[config.mk]
export PLATFORM = sky130hd
export DESIGN_NAME = fetcher
export DESIGN_NICKNAME = d
export VERILOG_FILES = /design/src/rtl/fetcher_pkg.sv /design/src/rtl/fetcher_queue.sv /design/src/rtl/fetcher.sv
export SDC_FILE = /design/constraint.sdc
export NUM_CORES = 2
export LEC_CHECK = 0
export CAP_MARGIN = 20
export CORE_MARGIN = 3
export CORE_UTILIZATION = 55
export CTS_BUF_LIST = sky130_fd_sc_hd__clkbuf_8 sky130_fd_sc_hd__clkbuf_16
export CTS_CLUSTER_DIAMETER = 60
export DETAILED_ROUTE_END_ITERATION = 12
export PLACE_DENSITY = 0.73
export SLEW_MARGIN = 20
export SYNTH_ARGS = -nofsm -noshare
export SYNTH_HDL_FRONTEND = slang
export SYNTH_SLANG_ARGS = --single-unit
[constraint.sdc]
create_clock -name clk -period 4.2 [get_ports clk]
set_clock_uncertainty 0.15 [all_clocks]
set_input_delay 0.84 -clock clk [delete_from_list [all_inputs] [get_ports clk]]
set_output_delay 0.84 -clock clk [all_outputs]
set_load 0.05 [all_outputs]
[src/rtl/fetcher_pkg.sv]
// Shared types and helpers for the instruction fetch stage.
package fetcher_pkg;

    localparam int unsigned IqDepthDefault = 16;

    typedef enum logic [1:0] {
        StIdle  = 2'd0,
        StWait  = 2'd1,
        StDrain = 2'd2
    } fet_state_e;

    typedef struct packed {
        logic [31:0] pc;
        logic [31:0] instr;
    } iq_entry_t;

    function automatic logic [31:0] align_pc(input logic [31:0] addr);
        return {addr[31:2], 2'b00};
    endfunction

endpackage

[src/rtl/fetcher_queue.sv]
// In-order {pc, instr} queue between fetch and decode; circular, with synchronous flush.
module fetcher_queue
    import fetcher_pkg::*;
#(
    parameter int unsigned Depth = IqDepthDefault
) (
    input  logic      clk_i,
    input  logic      rst_ni,
    input  logic      push_i,
    input  logic      pop_i,
    input  logic      flush_i,
    input  iq_entry_t data_i,
    output iq_entry_t data_o,
    output logic      full_o,
    output logic      empty_o
);

    localparam int unsigned PtrW = $clog2(Depth);
    localparam int unsigned CntW = PtrW + 1;

    iq_entry_t       mem_q [Depth];
    logic [PtrW-1:0] wr_ptr_q, wr_ptr_d;
    logic [PtrW-1:0] rd_ptr_q, rd_ptr_d;
    logic [CntW-1:0] count_q, count_d;
    logic            do_push, do_pop;

    assign full_o  = (count_q == CntW'(Depth));
    assign empty_o = (count_q == '0);
    assign data_o  = mem_q[rd_ptr_q];

    // A pop frees the slot being written, so push is legal when full if popping too.
    assign do_push = push_i && !flush_i && (!full_o || pop_i);
    assign do_pop  = pop_i && !flush_i && !empty_o;

    always_comb begin
        wr_ptr_d = wr_ptr_q;
        rd_ptr_d = rd_ptr_q;
        count_d  = count_q;
        if (flush_i) begin
            wr_ptr_d = '0;
            rd_ptr_d = '0;
            count_d  = '0;
        end else begin
            if (do_push) wr_ptr_d = wr_ptr_q + 1'b1;
            if (do_pop)  rd_ptr_d = rd_ptr_q + 1'b1;
            unique case ({do_push, do_pop})
                2'b10:   count_d = count_q + 1'b1;
                2'b01:   count_d = count_q - 1'b1;
                default: count_d = count_q;
            endcase
        end
    end

    always_ff @(posedge clk_i or negedge rst_ni) begin
        if (!rst_ni) begin
            wr_ptr_q <= '0;
            rd_ptr_q <= '0;
            count_q  <= '0;
        end else begin
            wr_ptr_q <= wr_ptr_d;
            rd_ptr_q <= rd_ptr_d;
            count_q  <= count_d;
        end
    end

    always_ff @(posedge clk_i or negedge rst_ni) begin
        if (!rst_ni) begin
            for (int i = 0; i < int'(Depth); i++) mem_q[i] <= '0;
        end else if (do_push) begin
            mem_q[wr_ptr_q] <= data_i;
        end
    end

endmodule

[src/rtl/fetcher.sv]
// Fetch stage: owns the PC, requests from ICACHE, queues {pc, instr} for decode and
// applies redirects without disturbing an outstanding ICACHE fill.
module fetcher
    import fetcher_pkg::*;
#(
    parameter int unsigned IQ_DEPTH = IqDepthDefault,
    parameter logic [31:0] RESET_PC = 32'h0000_0000
) (
    input  logic        clk,
    input  logic        rst,
    input  logic        rdy,
    output logic [31:0] pc,
    output logic        rdy_from_fet,
    input  logic        instr_valid,
    input  logic [31:0] instr,
    input  logic        jump_flag,
    input  logic [31:0] jump_pc,
    output logic        out_valid,
    input  logic        out_ready,
    output logic [31:0] out_instr,
    output logic [31:0] out_pc
);

    fet_state_e  state_q, state_d;
    logic [31:0] pc_q, pc_d;
    logic [31:0] pend_pc_q, pend_pc_d;

    logic      q_full, q_empty;
    logic      q_push, q_pop, q_flush;
    logic      cap, miss;
    iq_entry_t q_head;

    assign rdy_from_fet = ((state_q == StIdle) && !q_full) || (state_q == StWait) ||
                          (state_q == StDrain);
    assign cap  = rdy && rdy_from_fet && instr_valid;
    assign miss = rdy && rdy_from_fet && !instr_valid;

    assign pc        = pc_q;
    assign out_valid = !q_empty;
    assign out_pc    = q_head.pc;
    assign out_instr = q_head.instr;

    always_comb begin
        state_d   = state_q;
        pc_d      = pc_q;
        pend_pc_d = pend_pc_q;
        q_push    = 1'b0;
        q_pop     = 1'b0;
        q_flush   = 1'b0;

        if (rdy) begin
            if (jump_flag) begin
                q_flush = 1'b1;
                // An in-flight fill must complete before the PC may move.
                if ((state_q == StWait) || (state_q == StDrain) || (state_q == StIdle && miss)) begin
                    pend_pc_d = align_pc(jump_pc);
                    state_d   = StDrain;
                end else begin
                    pc_d    = align_pc(jump_pc);
                    state_d = StIdle;
                end
            end else begin
                q_pop = out_valid && out_ready;
                unique case (state_q)
                    StIdle: begin
                        if (cap) begin
                            q_push = 1'b1;
                            pc_d   = pc_q + 32'd4;
                        end else if (miss) begin
                            state_d = StWait;
                        end
                    end
                    StWait: begin
                        if (cap) begin
                            q_push  = 1'b1;
                            pc_d    = pc_q + 32'd4;
                            state_d = StIdle;
                        end
                    end
                    StDrain: begin
                        if (cap) begin
                            pc_d    = pend_pc_q;
                            state_d = StIdle;
                        end
                    end
                    default: state_d = StIdle;
                endcase
            end
        end
    end

    always_ff @(posedge clk or negedge rst) begin
        if (!rst) begin
            state_q   <= StIdle;
            pc_q      <= align_pc(RESET_PC);
            pend_pc_q <= '0;
        end else begin
            state_q   <= state_d;
            pc_q      <= pc_d;
            pend_pc_q <= pend_pc_d;
        end
    end

    fetcher_queue #(
        .Depth(IQ_DEPTH)
    ) u_queue (
        .clk_i  (clk),
        .rst_ni (rst),
        .push_i (q_push),
        .pop_i  (q_pop),
        .flush_i(q_flush),
        .data_i ('{pc: pc_q, instr: instr}),
        .data_o (q_head),
        .full_o (q_full),
        .empty_o(q_empty)
    );

endmodule
==> results.md <==
- TritonRoute pass-1 iters: 5
- CP max FO: 23
- Gr usage total: 26.6%
- GP Congestion: 0.778
- Worst-skew pair later-pin latency: 690 ps
- CTS H-Tree Depth: 3
- Critical Path Sink Type: primary output
- Maximum vdd drop: 0.516 mV
- Vias in the first global route: 32,500
- Post-Syn Area: 0.0501 mm^2
- Synth-to-layout area growth: 13.6%
- FP Rows: 110
- EDFF count, synth: 0
- Fin. Hold Viols: 0
- Mapped Cells: 3,562
- Area leader, netlist: dfrtp_1
- Most common cell in the netlist: dfrtp_1
- Initial antenna violation count: 3
- Rel. slew slack: 32.2%
- Status: finished clean
- CTS Buf Count: 112
- Layout cells sized above 1: 26.0%
- IO buf count: 161
- Critical path type: reg2out
- Top cells by count, synth: dfrtp_1, mux2_1, mux2_2
- Final WL: 124 mm
- Highest clock rate: 245 MHz
- CP most frequent cell: buf_4
- Worst setup SP type: register
- Yosys reg bits: 1,067
- Largest net degree at the start of global routing: 103
- Worst Max-Slew Pin Slew: 1020 ps
- FF-to-FF Start: u_queue.count_q[0]
- Delay-heaviest family, CP: simple AND/OR/NAND/NOR gates
- Die Y: 308 um
- R2r setup slk: 960 ps
- Fin crit period: 4080 ps
- Critical path's largest stage delay: 690 ps
- Fin cells: 4,915
- CP Data Arrival Time: 3090 ps
- CP max stage cell: dfrtp_4
- Worst path cell trace: and2_4 > buf_4 > a221oi_1 > a22oi_1 > nand2_1 > buf_4
- First-pass GRT wire length: 195 mm
- Slew Limit Fails: 0
- Seq/Total Area, Yosys: 53.3%
- Clock root cell: clkbuf_16
- Final Cycle Share: 97.1%
- Via count: 30,800
- Synth top area cells: dfrtp_1, mux2_1, mux2_2
- Initial core utilization: 55.6%
- Post-synthesis cell type count: 73
- Hpwl dp: 72.0 mm
- I/O pin count: 168
- Maximum root-to-sink buffer count: 3
- CP Data Required Time: 3210 ps
- Initial DRC Count: 2,312
- Post-layout util: 63.1%
- Final ANT Viol Nets: 0
- Top FF cell, synth: dfrtp_1
- Async SR Flop Fraction: 100%
- TritonCTS clock tree: yes
- DR WL/cell: 25.2 um
- Synthesis Warnings: 0
- Synthesized area per cell: 14.1 um^2
- CORE AREA: 0.0901 mm^2
- Power Dens Cells: 572 mW/mm^2
- # placed instances: 4,700
- Lkg Pwr: 27.8 nW
- Crit path buf inv count: 2
- DRC viols: 0
- Die X: 308 um
- Max_cap viols: 0
- Worst R2R Path Depth: 8
- Post-DR vias/cell: 6.26
- Worst R2R End: u_queue.mem_q[656]
- Clock Pin Slew Worst Setup and Hold Paths: 60 ps
- Min-delay worst type: in2async
- Full die area: 0.0947 mm^2
- RSZ-0062 raised after global routing: false
- Setup TNS: 0 ps
- CTS sink count: 1,067
- Total gr overflow: 0
- Nets: 3,727
- Final setup fails: 0
- Top cell type's share of synthesized area: 53.3%
metrics by stage:
stage               power (mW)  hold slack (ps)  area [um^2]  worst slack (ps)
global placement          22.3              312        52900               460
CTS                       32.8              108        56900              94.8
global route              33.9              128        56900              44.1
floorplan                 19.0              302        50100               965
finish                    32.5              112        56900               120
detailed placement        22.5              319        52900               443
per-layer routing:
layer / global-route usage, % / wire, um / vias to the layer above
li1: - / - / 13300
met1: 37.1 / 55500 / 16500
met2: 44.4 / 60400 / 737
met3: 3.62 / 5670 / 183
met4: 6.70 / 2520 / 4
met5: 0 / 27 / -
layout by cell type (no fill, tap or decap), types with 11 or more instances in the layout:
master / count
a21oi_1: 84
a22oi_1: 65
mux2_1: 662
nand2_1: 123
mux2_2: 426
o21ai_0: 154
mux4_2: 124
a221oi_1: 63
buf_12: 59
a31oi_1: 20
mux2i_1: 188
clkbuf_8: 24
clkdlybuf4s50_1: 97
buf_4: 140
nor2_1: 19
nand3_1: 19
clkinv_2: 25
nor3_1: 30
inv_1: 41
dfrtp_1: 1063
ha_1: 11
clkbuf_16: 113
nand4_1: 13
nand2_4: 12
bufinv_16: 11
repair_timing:
item / 4_1_cts / 5_1_grt
hold buffers: 0 / 0
buffers inserted: 7 / 0
setup endpoints to repair: 17 / 0
resized for setup: 1 / 0
cell type report:
cell class / count / area (um^2)
well taps: 1176 / 1470
inverters: 21 / 78.8
fillers: 6692 / 33300
diodes: 1 / 2.50
repair buffers: 300 / 3260
clock buffers: 137 / 3160
flip-flops and latches: 1067 / 26700
clock inverters: 69 / 719
multi-input cells: 2144 / 21500
kinds of logic after synthesis:
group / synth area share (%)
AOI/OAI and AO/OA: 5.78
DFF: 53.3
xor gates and xnor gates: 0.280
buffers and inverters: 3.97
adders and majority gates: 0.275
muxes: 33.8
other: 0.00749
and+or+nand+nor: 2.59
worst max path at each step:
stage / from / end / cells past startpoint
finish: u_queue.rd_ptr_q[1] / out_instr[14] / 6
global route: u_queue.rd_ptr_q[1] / out_instr[22] / 7
CTS: u_queue.rd_ptr_q[1] / out_pc[29] / 7
detailed placement: instr_valid / u_queue.mem_q[170] / 8
global placement: instr_valid / u_queue.mem_q[68] / 8
floorplan: jump_flag / u_queue.count_q[4] / 11
power breakdown:
group          switching, mW  total, mW  internal [mW]  leakage (nW)
Clock                   4.18       10.2           6.02          2.00
Combinational           5.58       9.46           3.88          11.3
Sequential              1.51       12.9           11.4          14.6
Total                   11.3       32.5           21.3          27.8
sequential cells by signal, indices dropped and copies added (netlist names):
| register | flops |
|---|---|
| u_queue.wr_ptr_q | 4 |
| pend_pc_q | 30 |
| state_q | 2 |
| u_queue.rd_ptr_q | 4 |
| u_queue.mem_q | 992 |
| u_queue.count_q | 5 |
| pc | 30 |
Power figures use the tool's default switching activity.
